`src/rtl/stall_flush_ctrl_pkg.sv`:
```
// Shared types for the pipeline stall/flush controller.
package stall_flush_ctrl_pkg;

  typedef enum logic [0:0] {
    Run,
    DropFetch
  } pipe_ctrl_state_e;

  typedef struct packed {
    logic load_pc;
    logic load_ifid;
    logic load_idex;
    logic load_exmem;
    logic load_memwb;
    logic flush_ifid;
    logic flush_idex;
    logic bubble_idex;
  } pipe_ctrl_t;

  localparam pipe_ctrl_t CtrlReset    = '{load_pc: 1'b0, load_ifid: 1'b0, load_idex: 1'b0,
                                          load_exmem: 1'b0, load_memwb: 1'b0, flush_ifid: 1'b1,
                                          flush_idex: 1'b1, bubble_idex: 1'b0};
  localparam pipe_ctrl_t CtrlRun      = '{load_pc: 1'b1, load_ifid: 1'b1, load_idex: 1'b1,
                                          load_exmem: 1'b1, load_memwb: 1'b1, flush_ifid: 1'b0,
                                          flush_idex: 1'b0, bubble_idex: 1'b0};
  localparam pipe_ctrl_t CtrlHold     = '{load_pc: 1'b0, load_ifid: 1'b0, load_idex: 1'b0,
                                          load_exmem: 1'b0, load_memwb: 1'b0, flush_ifid: 1'b0,
                                          flush_idex: 1'b0, bubble_idex: 1'b0};
  localparam pipe_ctrl_t CtrlRedirect = '{load_pc: 1'b1, load_ifid: 1'b1, load_idex: 1'b1,
                                          load_exmem: 1'b1, load_memwb: 1'b1, flush_ifid: 1'b1,
                                          flush_idex: 1'b1, bubble_idex: 1'b0};
  localparam pipe_ctrl_t CtrlBubble   = '{load_pc: 1'b0, load_ifid: 1'b0, load_idex: 1'b1,
                                          load_exmem: 1'b1, load_memwb: 1'b1, flush_ifid: 1'b0,
                                          flush_idex: 1'b0, bubble_idex: 1'b1};
  // Fetch not usable: hold PC, let IF/ID capture a NOP, keep the back end moving.
  localparam pipe_ctrl_t CtrlFetchNop = '{load_pc: 1'b0, load_ifid: 1'b1, load_idex: 1'b1,
                                          load_exmem: 1'b1, load_memwb: 1'b1, flush_ifid: 1'b1,
                                          flush_idex: 1'b0, bubble_idex: 1'b0};

endpackage

```
`src/rtl/stall_flush_ctrl_if.sv`:
```
// Hazard/handshake inputs and per-stage pipeline controls.
interface stall_flush_ctrl_if;
  logic lu_hazard;
  logic redirect;
  logic imem_req;
  logic imem_resp;
  logic dmem_req;
  logic dmem_resp;
  logic load_pc;
  logic load_ifid;
  logic load_idex;
  logic load_exmem;
  logic load_memwb;
  logic flush_ifid;
  logic flush_idex;
  logic bubble_idex;

  // Datapath side: reports hazards, consumes controls.
  modport master (
    output lu_hazard, redirect, imem_req, imem_resp, dmem_req, dmem_resp,
    input  load_pc, load_ifid, load_idex, load_exmem, load_memwb,
    input  flush_ifid, flush_idex, bubble_idex
  );

  // Controller side.
  modport slave (
    input  lu_hazard, redirect, imem_req, imem_resp, dmem_req, dmem_resp,
    output load_pc, load_ifid, load_idex, load_exmem, load_memwb,
    output flush_ifid, flush_idex, bubble_idex
  );
endinterface

```
`src/rtl/stall_flush_ctrl_stall_watchdog.sv`:
```
// Consecutive-stall counter with a sticky timeout flag.
module stall_watchdog #(
  parameter int unsigned WDT_CYCLES = 1024
) (
  input  logic clk,
  input  logic rst,
  input  logic stall,
  output logic timeout
);

  localparam int unsigned CntW = (WDT_CYCLES > 2) ? $clog2(WDT_CYCLES) : 1;
  localparam logic [CntW-1:0] Limit = CntW'(WDT_CYCLES - 1);

  logic [CntW-1:0] count_q, count_d;
  logic            timeout_q, timeout_d;
  logic            at_limit;

  // Count and flag registers.
  always_ff @(posedge clk) begin
    if (rst) begin
      count_q   <= '0;
      timeout_q <= 1'b0;
    end else begin
      count_q   <= count_d;
      timeout_q <= timeout_d;
    end
  end

  // Count saturates at the limit; flag sets on a stall seen at the limit and never clears.
  always_comb begin
    at_limit  = (count_q == Limit);
    count_d   = count_q;
    timeout_d = timeout_q | (stall & at_limit);
    if (!stall) begin
      count_d = '0;
    end else if (!at_limit) begin
      count_d = count_q + CntW'(1);
    end
  end

  assign timeout = timeout_q;

endmodule

```
`src/rtl/stall_flush_ctrl.sv`:
```
// Pipeline stall/flush responder: priority mux, wrong-path fetch FSM, watchdog, stall counter.
module stall_flush_ctrl #(
  parameter int unsigned WDT_CYCLES = 1024,
  parameter int unsigned CNT_W      = 32
) (
  input  logic                 clk,
  input  logic                 rst,
  stall_flush_ctrl_if.slave    bus,
  output logic                 stall_timeout,
  output logic [CNT_W-1:0]     perf_stall_cnt
);
  import stall_flush_ctrl_pkg::*;

  pipe_ctrl_state_e state_q, state_d;
  pipe_ctrl_t       ctrl;
  logic             dmem_stall, fetch_stall;
  logic [CNT_W-1:0] perf_q, perf_d;

  assign dmem_stall  = bus.dmem_req & ~bus.dmem_resp;
  assign fetch_stall = bus.imem_req & ~bus.imem_resp;

  // State register.
  always_ff @(posedge clk) begin
    if (rst) begin
      state_q <= Run;
    end else begin
      state_q <= state_d;
    end
  end

  // Next state. A data stall freezes everything, including the FSM.
  always_comb begin
    state_d = state_q;
    if (!dmem_stall) begin
      if (bus.redirect) begin
        // A redirect while already dropping keeps dropping.
        if (state_q == Run && fetch_stall) begin
          state_d = DropFetch;
        end
      end else if (state_q == DropFetch && bus.imem_resp) begin
        state_d = Run;
      end
    end
  end

  // Output priority mux.
  always_comb begin
    ctrl = CtrlRun;
    if (rst) begin
      ctrl = CtrlReset;
    end else if (dmem_stall) begin
      ctrl = CtrlHold;
    end else if (bus.redirect) begin
      ctrl = CtrlRedirect;
    end else if (bus.lu_hazard) begin
      ctrl = CtrlBubble;
      // The outstanding wrong-path word must still never reach IF/ID.
      if (state_q == DropFetch) begin
        ctrl.flush_ifid = 1'b1;
      end
    end else if (state_q == DropFetch || fetch_stall) begin
      ctrl = CtrlFetchNop;
    end
  end

  assign bus.load_pc     = ctrl.load_pc;
  assign bus.load_ifid   = ctrl.load_ifid;
  assign bus.load_idex   = ctrl.load_idex;
  assign bus.load_exmem  = ctrl.load_exmem;
  assign bus.load_memwb  = ctrl.load_memwb;
  assign bus.flush_ifid  = ctrl.flush_ifid;
  assign bus.flush_idex  = ctrl.flush_idex;
  assign bus.bubble_idex = ctrl.bubble_idex;

  // Saturating count of cycles where the PC did not advance.
  always_comb begin
    perf_d = perf_q;
    if (!ctrl.load_pc && perf_q != '1) begin
      perf_d = perf_q + CNT_W'(1);
    end
  end

  // Stall counter register.
  always_ff @(posedge clk) begin
    if (rst) begin
      perf_q <= '0;
    end else begin
      perf_q <= perf_d;
    end
  end

  assign perf_stall_cnt = perf_q;

  stall_watchdog #(
    .WDT_CYCLES (WDT_CYCLES)
  ) u_stall_watchdog (
    .clk     (clk),
    .rst     (rst),
    .stall   (dmem_stall | fetch_stall),
    .timeout (stall_timeout)
  );

endmodule

```
`src/flat_wrapper.sv`:
```
// flat-port wrapper written by rule: the top's interface ports become plain ports
module stall_flush_ctrl_flat import stall_flush_ctrl_pkg::*;
#(
  parameter int unsigned WDT_CYCLES = 1024,
  parameter int unsigned CNT_W      = 32
)
  (clk, rst, stall_timeout, perf_stall_cnt, bus_lu_hazard, bus_redirect, bus_imem_req, bus_imem_resp, bus_dmem_req, bus_dmem_resp, bus_load_pc, bus_load_ifid, bus_load_idex, bus_load_exmem, bus_load_memwb, bus_flush_ifid, bus_flush_idex, bus_bubble_idex);
  stall_flush_ctrl_if bus_i ();
  input  logic clk;
  input  logic rst;
  output logic stall_timeout;
  output logic [CNT_W-1:0] perf_stall_cnt;
  input wire logic [$bits(bus_i.lu_hazard)-1:0] bus_lu_hazard;
  input wire logic [$bits(bus_i.redirect)-1:0] bus_redirect;
  input wire logic [$bits(bus_i.imem_req)-1:0] bus_imem_req;
  input wire logic [$bits(bus_i.imem_resp)-1:0] bus_imem_resp;
  input wire logic [$bits(bus_i.dmem_req)-1:0] bus_dmem_req;
  input wire logic [$bits(bus_i.dmem_resp)-1:0] bus_dmem_resp;
  output wire logic [$bits(bus_i.load_pc)-1:0] bus_load_pc;
  output wire logic [$bits(bus_i.load_ifid)-1:0] bus_load_ifid;
  output wire logic [$bits(bus_i.load_idex)-1:0] bus_load_idex;
  output wire logic [$bits(bus_i.load_exmem)-1:0] bus_load_exmem;
  output wire logic [$bits(bus_i.load_memwb)-1:0] bus_load_memwb;
  output wire logic [$bits(bus_i.flush_ifid)-1:0] bus_flush_ifid;
  output wire logic [$bits(bus_i.flush_idex)-1:0] bus_flush_idex;
  output wire logic [$bits(bus_i.bubble_idex)-1:0] bus_bubble_idex;
  assign bus_i.lu_hazard = bus_lu_hazard;
  assign bus_i.redirect = bus_redirect;
  assign bus_i.imem_req = bus_imem_req;
  assign bus_i.imem_resp = bus_imem_resp;
  assign bus_i.dmem_req = bus_dmem_req;
  assign bus_i.dmem_resp = bus_dmem_resp;
  assign bus_load_pc = bus_i.load_pc;
  assign bus_load_ifid = bus_i.load_ifid;
  assign bus_load_idex = bus_i.load_idex;
  assign bus_load_exmem = bus_i.load_exmem;
  assign bus_load_memwb = bus_i.load_memwb;
  assign bus_flush_ifid = bus_i.flush_ifid;
  assign bus_flush_idex = bus_i.flush_idex;
  assign bus_bubble_idex = bus_i.bubble_idex;
  stall_flush_ctrl #(.WDT_CYCLES(WDT_CYCLES), .CNT_W(CNT_W)) u_core (.clk(clk), .rst(rst), .bus(bus_i), .stall_timeout(stall_timeout), .perf_stall_cnt(perf_stall_cnt));
endmodule
```
`config.mk`:
```
export PLATFORM = sky130hd
export DESIGN_NAME = stall_flush_ctrl_flat
export DESIGN_NICKNAME = d
export VERILOG_FILES = /design/src/rtl/stall_flush_ctrl_pkg.sv /design/src/rtl/stall_flush_ctrl_if.sv /design/src/rtl/stall_flush_ctrl_stall_watchdog.sv /design/src/rtl/stall_flush_ctrl.sv /design/src/flat_wrapper.sv
export SDC_FILE = /design/constraint.sdc
export NUM_CORES = 1
export LEC_CHECK = 0
export ABC_AREA = 1
export CAP_MARGIN = 20
export CORE_MARGIN = 2
export CORE_UTILIZATION = 48
export DETAILED_ROUTE_END_ITERATION = 6
export GPL_TIMING_DRIVEN = 0
export HOLD_SLACK_MARGIN = 0.02
export MAX_ROUTING_LAYER = met4
export PLACE_DENSITY = 0.85
export REMOVE_ABC_BUFFERS = 1
export SYNTH_ARGS = -nofsm -noshare
export SYNTH_HDL_FRONTEND = slang
export SYNTH_HIERARCHICAL = 1
export SYNTH_SLANG_ARGS = --single-unit
```
`constraint.sdc`:
```
create_clock -name clk -period 1.8 [get_ports clk]
set_clock_uncertainty 0.1 [all_clocks]
set_input_delay 0.36 -clock clk [delete_from_list [all_inputs] [get_ports clk]]
set_output_delay 0.36 -clock clk [all_outputs]
set_load 0.01 [all_outputs]
```
==> impl_summary.log <==
[metrics] # diodes: 0
[metrics] data required time at the worst endpoint: 1.89 ns
[metrics] number of buffers created by CTS: 5
[metrics] Post-Synthesis Cell Area: 2870 um^2
[metrics] Power Internal: 1.50 mW
[metrics] post-synthesis register bit count: 44
[metrics] clock network latency to the later pin of the worst-skew pair: 0.31 ns
[metrics] area share of and/or/nand/nor cells after synthesis: 0.456
[metrics] DRC violations left: 15
[metrics] failing checks: DRC, setup timing
[metrics] DRT Pass-1 Iters: 7
[metrics] Crit Path Class: reg -> reg
[metrics] combinational fraction of design power: 0.114
[metrics] top cells by area in the synthesized netlist: sky130_fd_sc_hd__dfxtp_1 (31%), sky130_fd_sc_hd__nand2_1 (17%), sky130_fd_sc_hd__nor2_1 (11%), sky130_fd_sc_hd__inv_1 (6.3%), sky130_fd_sc_hd__a21oi_1 (3.8%)
[metrics] fraction of the yosys area taken by sequential cells: 0.306
[metrics] antenna violations before repair: 0
[metrics] Port Buf Inserts: 48
[metrics] switching portion of total power: 0.255
[metrics] TritonCTS Sinks: 44
[metrics] Clk pwr share: 0.391
[metrics] clock root cell: sky130_fd_sc_hd__clkbuf_8
[metrics] final total power: 2.01 mW
[metrics] power density of the placed cells: 512 nW/um^2
[metrics] initial DRC count: 497
[metrics] number of core rows: 28
[metrics] final weighted congestion in routability-driven placement: 0.922
[metrics] total number of vias: 3485
[metrics] leakage component of the power: 1.51 nW
[metrics] wire length of the first global-routing pass: 13900 um
[metrics] mean area per synthesized cell: 6.50 um^2
[metrics] pin count of the biggest net entering global routing: 16
[metrics] CTS clk-pin slew, worst paths: 0.09 ns
[metrics] total track usage: 0.279
[metrics] Yosys top cell area share: 0.306
[metrics] multi-input logic area: 1910 um^2
[metrics] Net Switching: 515 uW
[metrics] vias in the first global route: 3056
[metrics] Worst setup EP type: register
[metrics] xor-xnor portion of the synthesized cell area: 0.0335
[metrics] Remaining Overflow, GRT: 0
[metrics] final number of max-transition violations: 0
[metrics] number of nets in the layout: 524
[metrics] count of maximum capacitance violations: 0
[metrics] data arrival at the endpoint of the critical path: 1.99 ns
[metrics] pre-CTS worst setup slack: -1.84 ns
[metrics] Worst slew margin: 0.630
[metrics] count of H-tree levels built during CTS: 2
[metrics] period utilization: 1.05
[metrics] filler cell count in the final layout: 449
[metrics] Synth-to-Final Area Change: 36.9%
[metrics] Final setup viols: 16
[metrics] path class of the lowest-slack min-delay path: in -> reg
[metrics] synthesized-area fraction occupied by adder cells: 0.00871
[metrics] post-route ant nets: 0
[metrics] Die ar.: 6620 um^2
[metrics] Tightest Pin Transition: 0.551 ns
[metrics] Vias per Instance: 5.91
[metrics] Max Fclk: 529 MHz
[metrics] cts hold-fix bufs: 0
[metrics] Final Hold Vio Count: 0
[metrics] setup repair after global routing missed its margin: yes
[metrics] Max clock buf depth: 2
[metrics] final instance count without filler cells: 590
[metrics] Synthesis Warnings: 6
[metrics] distinct cell type count after synthesis: 33
[metrics] largest driver fanout on the critical path: 7
[metrics] largest vdd supply drop: 0.327 mV
[metrics] setup tns final: -0.321 ns
[metrics] layout cells sized above 1: 0.297
[metrics] largest family of logic cells by synthesized area: simple AND/OR/NAND/NOR gates
[metrics] mux share of post-synthesis cell area: 0
[metrics] share of total power in sequential cells: 0.495
[metrics] Detailed Place HPWL: 5280 um
[metrics] DR WL/cell: 16.6 um
[metrics] starting density of the core: 0.491
[metrics] crit start category: register
[metrics] Top Ports: 49
[metrics] height of the die: 81.4 um
[metrics] post-layout min period: 1.89 ns
[metrics] area taken by flip-flops and latches: 923 um^2
[metrics] Core Box Area: 5850 um^2
[metrics] CTS tree: built
[metrics] Synth area leader: sky130_fd_sc_hd__dfxtp_1
[metrics] status: complete, but fails checks
[metrics] fraction of the mapped netlist area in compound gates: 0.0927
[metrics] end-of-flow core utilization: 0.672
[metrics] Routed Wire Length: 9770 um
[metrics] synthesized netlist cell count: 442
[metrics] worst setup slack after layout: -0.0915 ns
[metrics] placed insts: 554
[metrics] die width: 81.4 um
registers in the layout, indices dropped and copies added (netlist names):
signal / count
u_core/u_stall_watchdog/count_q: 10
u_core/state_q: 1
u_core/perf_stall_cnt: 32
u_core/u_stall_watchdog/timeout: 1
path summary, 6_finish.rpt:
kind / end / start / cells after the start / slack (ns)
setup / recovery: u_core/perf_stall_cnt[21] / u_core/perf_stall_cnt[13] / 7 / -0.09
hold / removal: u_core/perf_stall_cnt[30] / rst / 2 / 0.22
setup reg to reg: u_core/perf_stall_cnt[21] / u_core/perf_stall_cnt[13] / 7 / -0.09
hold reg to reg: u_core/perf_stall_cnt[30] / u_core/perf_stall_cnt[30] / 2 / 0.40
layout make-up:
cell class,instances,share of cell area
sequential,44,0.235
multi-input combinational,339,0.486
timing repair buffer,71,0.170
tap,75,0.0239
inverter,52,0.0547
clock buffer,5,0.0175
timing repair inverter,1,0.00127
clock inverter,3,0.0118
metal layers:
layer | vias up | track usage | routed length [um]
met2 | 286 | 0.462 | 4620
met3 | 90 | 0.0511 | 1030
met1 | 1558 | 0.323 | 3580
met5 | - | - | 0
li1 | 1551 | - | -
met4 | 0 | 0.139 | 534
critical path, stage by stage, from the launching register on:
cell                      delay, ns
sky130_fd_sc_hd__dfxtp_1       0.43
sky130_fd_sc_hd__nand2_1       0.16
sky130_fd_sc_hd__nor2_2        0.21
sky130_fd_sc_hd__nand2_1       0.12
sky130_fd_sc_hd__nor2_4        0.21
sky130_fd_sc_hd__nand3_4       0.19
sky130_fd_sc_hd__a21oi_1       0.28
sky130_fd_sc_hd__nor2_1        0.07
metrics by stage:
| step | hold slack, ns | area [um^2] |
|---|---|---|
| 2_1_floorplan | 0.322 | 2780 |
| 3_3_place_gp | 0.359 | 3350 |
| 3_5_place_dp | 0.389 | 3350 |
| 4_1_cts | 0.222 | 3700 |
| 5_1_grt | 0.216 | 3930 |
| 6_report | 0.223 | 3930 |
power groups by stage:
stage               registers (mW)  clock network [mW]  logic, mW
finish                       0.996               0.788      0.230
floorplan                     1.02                   0     0.0878
global placement              1.02                   0      0.167
detailed placement            1.02                   0      0.170
global route                 0.998               0.848      0.246
CTS                          0.996               0.795      0.203
kinds of logic after synthesis:
logic type / after synthesis
AOI/OAI and AO/OA: 44
xor gates and xnor gates: 11
adders and majority gates: 2
buffers and inverters: 63
DFF: 44
and+or+nand+nor: 278
repair_timing:
item	in CTS	in global routing
pin swaps	7	15
setup buffers	9	14
resized for setup	59	69
hold endpoints to repair	0	0
endpoints found under the setup margin	51	63
gates cloned	5	0
synthesized netlist by cell type (all sizes together):
master / instances
a21oi: 32
a311oi: 1
a31oi: 3
buf: 9
clkbuf: 2
dfxtp: 44
ha: 2
inv: 52
nand2: 135
nand3: 30
nand3b: 2
nand4: 14
nor2: 93
nor3: 4
o21ai: 7
o22ai: 1
xnor2: 6
xor2: 5
layout by cell type, fill, tap and decap left out, drive strengths merged:
master and instances:
ha 2, xnor2 6, nand3 33, o22ai 1, nand4 14, xor2 5, clkinvlp 4, o21ai 7
dfxtp 44, nor3 4, a311oi 1, clkbuf 6, nand2 136, clkdlybuf4s50 36, bufinv 1, nor2 93
a31oi 3, dlymetal6s2s 2, inv 51, a21oi 32, buf 32, nand3b 2
Note: power is estimated with default switching activity, not from simulation.
